File: config.mk
export PLATFORM = sky130hd
export DESIGN_NAME = bus_arbiter
export DESIGN_NICKNAME = d
export VERILOG_FILES = /design/src/rtl/bus_arbiter.sv
export SDC_FILE = /design/constraint.sdc
export NUM_CORES = 1
export LEC_CHECK = 0
export BUFFER_PORTS_ARGS = -buffer_cell sky130_fd_sc_hd__buf_2
export CORE_AREA = 2 2 131 133
export CTS_BUF_LIST = sky130_fd_sc_hd__clkbuf_8
export DETAILED_ROUTE_END_ITERATION = 8
export DIE_AREA = 0 0 133 135
export PLACE_DENSITY_LB_ADDON = 0.25
export SKIP_CTS_REPAIR_TIMING = 1
export SYNTH_ARGS = -nofsm -noshare
export SYNTH_HDL_FRONTEND = slang
export SYNTH_SLANG_ARGS = --single-unit
File: constraint.sdc
create_clock -name i_clk -period 3.75 [get_ports i_clk]
set_input_delay 0.375 -clock i_clk [delete_from_list [all_inputs] [get_ports i_clk]]
set_output_delay 0.375 -clock i_clk [all_outputs]
set_load 0.005 [all_outputs]
File: src/rtl/bus_arbiter.sv
// Three-requester round-robin arbiter (CPU, DMA, debug) for a single external bus.
// Define BUS_ARBITER_TIMEOUT_EN to enable the bus-wait watchdog that aborts with o_err.
module bus_arbiter #(
    parameter int unsigned ADDR_W      = 32,
    parameter int unsigned DATA_W      = 32,
    parameter int unsigned TIMEOUT_CYC = 255
) (
    input  logic                  i_clk,
    input  logic                  i_rst,
    input  logic [2:0]            i_req,
    input  logic [2:0]            i_we,
    input  logic [3*ADDR_W-1:0]   i_addr,
    input  logic [3*DATA_W-1:0]   i_wdata,
    output logic [2:0]            o_gnt,
    output logic [2:0]            o_ack,
    output logic                  o_err,
    output logic [DATA_W-1:0]     o_rdata,
    output logic                  o_bus_clk,
    output logic                  o_bus_we,
    output logic [ADDR_W-1:0]     o_bus_addr,
    output logic [DATA_W-1:0]     o_bus_data,
    input  logic [DATA_W-1:0]     i_bus_data,
    input  logic                  i_bus_data_ready
);

    localparam int unsigned CNT_W = 16;

    if (TIMEOUT_CYC == 0 || TIMEOUT_CYC > 65535) begin : g_bad_timeout
        $error("bus_arbiter: TIMEOUT_CYC must be within 1..65535");
    end

    typedef enum logic [1:0] {
        ST_IDLE    = 2'd0,
        ST_BUS     = 2'd1,
        ST_RECOVER = 2'd2
    } state_t;

    state_t              state;
    logic [1:0]          ptr;
    logic                pick_vld;
    logic [1:0]          pick;
    logic [ADDR_W-1:0]   sel_addr;
    logic [DATA_W-1:0]   sel_wdata;
    logic                sel_we;

`ifdef BUS_ARBITER_TIMEOUT_EN
    logic [CNT_W-1:0]    tmo_cnt;
`endif

    // (base + off) mod 3 for base, off in 0..2
    function automatic logic [1:0] rr_idx(input logic [1:0] base, input logic [1:0] off);
        logic [2:0] s;
        s = {1'b0, base} + {1'b0, off};
        return (s >= 3'd3) ? 2'(s - 3'd3) : s[1:0];
    endfunction

    // Round-robin winner: scan from the farthest offset down so the closest to ptr wins
    always_comb begin
        pick_vld = 1'b0;
        pick     = ptr;
        for (int off = 2; off >= 0; off--) begin
            if (i_req[rr_idx(ptr, 2'(off))]) begin
                pick_vld = 1'b1;
                pick     = rr_idx(ptr, 2'(off));
            end
        end
    end

    always_comb begin
        sel_addr  = i_addr[0 +: ADDR_W];
        sel_wdata = i_wdata[0 +: DATA_W];
        sel_we    = i_we[0];
        case (pick)
            2'd1: begin
                sel_addr  = i_addr[ADDR_W +: ADDR_W];
                sel_wdata = i_wdata[DATA_W +: DATA_W];
                sel_we    = i_we[1];
            end
            2'd2: begin
                sel_addr  = i_addr[2*ADDR_W +: ADDR_W];
                sel_wdata = i_wdata[2*DATA_W +: DATA_W];
                sel_we    = i_we[2];
            end
            default: ;
        endcase
    end

    always_ff @(posedge i_clk or posedge i_rst) begin
        if (i_rst) begin
            state      <= ST_IDLE;
            ptr        <= 2'd0;
            o_gnt      <= 3'b000;
            o_ack      <= 3'b000;
            o_err      <= 1'b0;
            o_rdata    <= '0;
            o_bus_clk  <= 1'b0;
            o_bus_we   <= 1'b0;
            o_bus_addr <= '0;
            o_bus_data <= '0;
`ifdef BUS_ARBITER_TIMEOUT_EN
            tmo_cnt    <= '0;
`endif
        end else begin
            o_ack <= 3'b000;
            o_err <= 1'b0;
            case (state)
                ST_IDLE: begin
                    if (pick_vld) begin
                        o_gnt      <= 3'(3'b001 << pick);
                        o_bus_addr <= sel_addr;
                        o_bus_we   <= sel_we;
                        o_bus_data <= sel_wdata;
                        o_bus_clk  <= 1'b1;
                        ptr        <= (pick == 2'd2) ? 2'd0 : 2'(pick + 2'd1);
`ifdef BUS_ARBITER_TIMEOUT_EN
                        tmo_cnt    <= '0;
`endif
                        state      <= ST_BUS;
                    end
                end
                ST_BUS: begin
                    // Ready takes priority over a coincident watchdog expiry
                    if (i_bus_data_ready) begin
                        o_bus_clk <= 1'b0;
                        if (!o_bus_we) begin
                            o_rdata <= i_bus_data;
                        end
                        o_ack     <= o_gnt;
                        o_gnt     <= 3'b000;
                        state     <= ST_RECOVER;
`ifdef BUS_ARBITER_TIMEOUT_EN
                    end else if (tmo_cnt == CNT_W'(TIMEOUT_CYC - 1)) begin
                        o_bus_clk <= 1'b0;
                        o_ack     <= o_gnt;
                        o_err     <= 1'b1;
                        o_gnt     <= 3'b000;
                        state     <= ST_RECOVER;
                    end else begin
                        tmo_cnt   <= tmo_cnt + CNT_W'(1);
`endif
                    end
                end
                ST_RECOVER: begin
                    if (!i_bus_data_ready) begin
                        state <= ST_IDLE;
                    end
                end
                default: state <= ST_IDLE;
            endcase
        end
    end

endmodule

# [After elaboration in Yosys (flattened, before gate mapping)]
# Index checks and enable logic that the tools add are counted.
[word_totals] input_bits=233 output_inout_bits=105 wordCells=67 register_bits=108
[op_classes] reduce_logical=6 addsub=6 shift=1 bitwise_logic=1 muxes=31 magnitude_cmp=6 n_eq_ne=7
[op_table] operator="32-bit case mux with 2 select lines" n=2
[op_table] operator="2-bit two-way mux" n=10
[op_table] operator="3-bit two-way mux" n=4
[op_table] operator="2-bit by 3-bit less-than comparator with 1-bit output, second input constant" n=3
[op_table] operator="3-bit AND reduction" n=3
[op_table] operator="1-bit two-way mux" n=8
[op_table] operator="1-bit binary-select mux with 2-bit select" n=3
[op_table] operator="3-bit by 2-bit greater-or-equal comparator with 1-bit output, second input constant" n=2
[op_table] operator="2-bit != test, second input constant" n=3
[op_table] operator="2-bit case mux with 3 select lines" n=1
[op_table] operator="3-bit case mux with 2 select lines" n=1
[op_table] operator="2-bit subtractor, second input constant" n=3
[op_table] operator="2-bit by 1-bit equality test with 1-bit output, second input constant" n=2
[op_table] operator="2-bit equality test, second input constant" n=2
[op_table] operator="1-bit case mux with 2 select lines" n=2
[op_table] operator="2-bit by 1-bit adder with 3-bit output, second input constant" n=1
[op_table] operator="2-bit by 2-bit adder with 3-bit output, second input constant" n=1
[op_table] operator="1-bit by 2-bit left shift with 3-bit output, first input constant" n=1
[op_table] operator="2-bit by 1-bit adder with 2-bit output, second input constant" n=1
[op_table] operator="2-bit greater-or-equal comparator, second input constant" n=1
[op_table] operator="2-bit logical NOT" n=1
[op_table] operator="2-bit AND reduction" n=1
[op_table] operator="2-bit nonzero test" n=1
[op_table] operator="1-bit NOT" n=1

# [Depth between registers and ports, before layout]
[logic_depth] ltp_word=11 ltp_mapped=15 mapped_depth_nobuf=12

# [Worst setup path before layout]
# Ideal clock, no wire load.
[synth_timing] kind="register to register" from="register ptr[0]" to="register o_bus_data[10]" synth_period_minus_slack_ps=2825 slack_ps=925 t_arrival_ps=2742 required_time_ps=3667 path_stages_with_launch=15 setup_time_ps=83 n_path_buf=3 cell_sequence="dfrtp_1 inv_1 ha_1 buf_6 a21bo_2 a21oi_2 nor3b_1 a22oi_1 ha_1 clkbuf_1 buf_1 a22oi_1 nand2_1 o21ai_0 o21ai_0"
[synth_via] elab_chain_cells=10 word_cells_on_any_way=27 cone_classes="add/sub (5); order compare (3); eq/ne (2); mux (16); reduce/logical (1)"
[synth_rtl] element="from (decl)" line_no="39" rtl="logic [1:0] ptr;"
[synth_rtl] element="from (signal assigned)" line_no="114" rtl="ptr <= (pick == 2'd2) ? 2'd0 : 2'(pick + 2'd1);"
[synth_rtl] element="2-bit by 2-bit adder with 3-bit output" line_no="53" rtl="s = {1'b0, base} + {1'b0, off};"
[synth_rtl] element="3-bit by 2-bit greater-or-equal comparator with 1-bit output / 2-bit subtractor (equally long branches)" line_no="54" rtl="return (s >= 3'd3) ? 2'(s - 3'd3) : s[1:0];"
[synth_rtl] element="2-bit two-way mux" line_no="54"
[synth_rtl] element="1-bit binary-select mux with 2-bit select" line_no="62" rtl="if (i_req[rr_idx(ptr, 2'(off))]) begin"
[synth_rtl] element="1-bit two-way mux (implied by the code)" line_no="62"
[synth_rtl] element="2-bit two-way mux (3 in series)" line_no="62"
[synth_rtl] element="2-bit equality test / 2-bit by 1-bit equality test with 1-bit output (equally long branches)" line_no="73" rtl="case (pick)"
[synth_rtl] element="32-bit case mux with 2 select lines" line_no="73"
[synth_rtl] element="to (signal assigned)" line_no="112" rtl="o_bus_data <= sel_wdata;"
[synth_rtl] element="to (decl)" line_no="21" rtl="output logic [DATA_W-1:0] o_bus_data,"
# Parallel ways exist; a longest one is shown, timed or not. The select of a mux whose other input is x is not followed.
# A chain may end at the register's enable or synchronous reset.

# [Worst setup path after layout]
[layout_timing] from="register ptr[0]" to="register o_bus_data[8]"
# The elaborated chain is that of the path after synthesis.

==> qor.txt <==
total CTS buffers = 9
top_reg_cell synth = dfrtp_1
max-slew violations = 0
DIE WIDTH = 133 um
Ports = 338
Top delay family on crit path = compound AO/OA/AOI/OAI gates
synth top area cells = dfrtp_1 49%, o21ai_0 12%, nand2_1 9.5%
max incr delay on CP = 420 ps
vias in the first global route = 5022
Starting Density = 0.333
worst endpoint required time = 4040 ps
largest fanout on the critical path = 66
RD Place Congestion = 0.755
largest net degree at the start of global routing = 131
Slew headroom = 0.463
count of cell types in the netlist = 41
min Tclk post-route = 3000 ps
register area share after synthesis = 0.494
critical-path cell list = inv_1 -> ha_1 -> a21bo_2 -> a21oi_2 -> nor3b_1 -> a22oi_1 -> ha_2 -> buf_12 -> a22oi_1 -> nand2_1 -> o21ai_0 -> o21ai_0
share of cells above drive strength 1 = 0.451
die area = 18000 um2
WP data arrival = 3290 ps
final hold violations = 0
Synthesis Warnings = 0
worst vdd ir = 0.997 mV
worst-margin pin slew = 806 ps
synthesis-to-layout area growth = 37.9%
cell area power density = 1000 nW/um2
status = completed
initial antenna violation count = 2
first-pass GRT wire length = 25.9 mm
vias per cell = 4.68
crit share post-route = 0.801
EDFF count, synth = 0
routed len/inst = 14.7 um
ant diodes = 0
Tot GR Track Use = 0.182
gr ovfl total = 0
DR vias = 5264
initial DRC count = 179
Core Footprint = 16400 um2
WL met3 = 1.13 mm
max frequency = 333 MHz
setup violators final = 0
Detail Placement HPWL = 12.8 mm
critical path endpoint category = register
RSZ-0062 raised after global routing = false
WP buf/inv = 2
#FFs+latches synth = 108
Lkg Pwr = 3.83 nW
Synth area leader = dfrtp_1
Net count, final = 1140
post-synth net total = 832
highest routed layer = met5
multi-input logic area = 2510 um2
chip height = 135 um
final setup margin = 747 ps
most frequent cells in the layout = 336 x buf_2, 139 x nand2_1, 128 x o21ai_0
root buf cell = clkbuf_8
DRC violations left = 0
Syn Area/Cell = 9.25 um2
port bufs = 336
Routed WL = 16.6 mm
FF+latch area = 2700 um2
Met2 Wirelength = 8.09 mm
r2r setup slk = 750 ps
clock tree sinks = 108
TritonCTS clock tree = yes
synthesized area = 5470 um2
Filler Cells Inserted = 1666
DP Worst Slack = 699 ps
Gate Count Post-Synth = 591
clock tree buffer depth = 2
CP Class = reg2reg
htree depth = 3
row count = 47
crit path launch type = register
setup TNS = 0 ps
leading cell type in the layout, fill and taps excluded = buf_2
worst-skew pair later-pin latency = 380 ps
critical path's slowest cell = ha_1
max-cap violations = 0
TritonRoute pass-1 iters = 4
Worst-path clk slew = 110 ps
worst reg2reg path depth = 12
asr flop ratio synth = 1.00
fraction of synthesized cell area taken by the top area cell type = 0.494
post-route ant nets = 0
clk_skew = 17.0 ps
Hold/Removal Path Class = in2async
critical path depth = 12
M1 WL = 7.02 mm
==> per-stage QoR <==
| step | utilization | power (mW) | area [um2] | hold slack (ps) | std cells |
|---|---|---|---|---|---|
| floorplan | - | 5.46 | 5470 | 468 | 591 |
| global placement | 0.446 | 6.81 | 7310 | 456 | 1108 |
| detailed placement | 0.446 | 6.89 | 7310 | 465 | 1108 |
| CTS | 0.460 | 7.71 | 7540 | 167 | 1124 |
| global route | 0.460 | 8.51 | 7540 | 183 | 1124 |
| finish | 0.460 | 7.57 | 7540 | 136 | 1124 |
==> registers in the layout (all words and copies together) (netlist names) <==
name / flops
o_bus_addr: 32
o_bus_data: 32
ptr: 2
o_rdata: 32
o_bus_we: 1
o_ack: 3
o_gnt: 3
state: 2
o_bus_clk: 1
==> routing by layer <==
layer,vias to the layer above,track usage
li1,2703,-
met1,2314,0.217
met2,218,0.321
met3,25,0.0435
met4,4,0.0669
met5,-,0
==> worst reg2reg max path, stage by stage, from the launching register on <==
cell,delay (ps)
dfrtp_1,410
inv_1,80
ha_1,420
a21bo_2,240
a21oi_2,230
nor3b_1,110
a22oi_1,370
ha_2,280
buf_12,280
a22oi_1,170
nand2_1,80
o21ai_0,100
o21ai_0,160
==> cell type report <==
type,instances,share of cell area
sequential,108,0.358
multi-input combinational,425,0.333
timing repair buffer,347,0.237
tap,220,0.0365
clock buffer,9,0.0164
clock inverter,7,0.0139
inverter,8,0.00431
==> where the power goes <==
group          internal (mW)  switching (mW)  total [mW]  leakage (nW)
Clock                  0.387           0.421       0.808         0.112
Combinational           1.93            2.80        4.72          2.39
Sequential              1.76           0.277        2.04          1.33
Total                   4.08            3.49        7.57          3.83
==> synth_stat cells (2+ instances only) <==
cell type and count:
nand2_1 139, o21ai_0 128, dfrtp_1 108, a22oi_1 66
mux2_2 29, clkbuf_1 25, buf_2 10, ha_1 8
inv_1 8, buf_1 7, mux2_1 5, nor2_1 5
o21ai_2 5, a21oi_1 4, and2_1 4, buf_6 4
nand3_1 4, nand2b_1 3, o21ai_1 3, a21o_1 2
buf_4 2, clkbuf_2 2, nand3b_1 2
==> cells by family (layout without fill, tap and decap cells) <==
| family | after synthesis | count (layout) | synth area share |
|---|---|---|---|
| xor gates and xnor gates | 1 | 1 | 0.00160 |
| adders and majority gates | 8 | 8 | 0.0183 |
| buffers and inverters | 58 | 371 | 0.0494 |
| and+or+nand+nor | 161 | 161 | 0.118 |
| other | 1 | 1 | 0.000686 |
| AOI/OAI and AO/OA | 219 | 219 | 0.246 |
| muxes | 35 | 35 | 0.0719 |
| DFF | 108 | 108 | 0.494 |
==> path summary, 6_finish.rpt <==
| check | startpoint | to |
|---|---|---|
| worst max-delay path | ptr[0]$_DFFE_PP0P_ | o_bus_data[8]$_DFFE_PP0P_ |
| worst min-delay path | i_rst | o_bus_addr[6]$_DFFE_PP0P_ |
| worst max register to register | ptr[0]$_DFFE_PP0P_ | o_bus_data[8]$_DFFE_PP0P_ |
| worst min register to register | o_bus_clk$_DFFE_PP0P_ | o_bus_clk$_DFFE_PP0P_ |
| max in group asynchronous | i_rst | o_rdata[17]$_DFFE_PP0P_ |
| min in group i_clk | i_bus_data[3] | o_rdata[3]$_DFFE_PP0P_ |
Power figures use the tool's default switching activity.
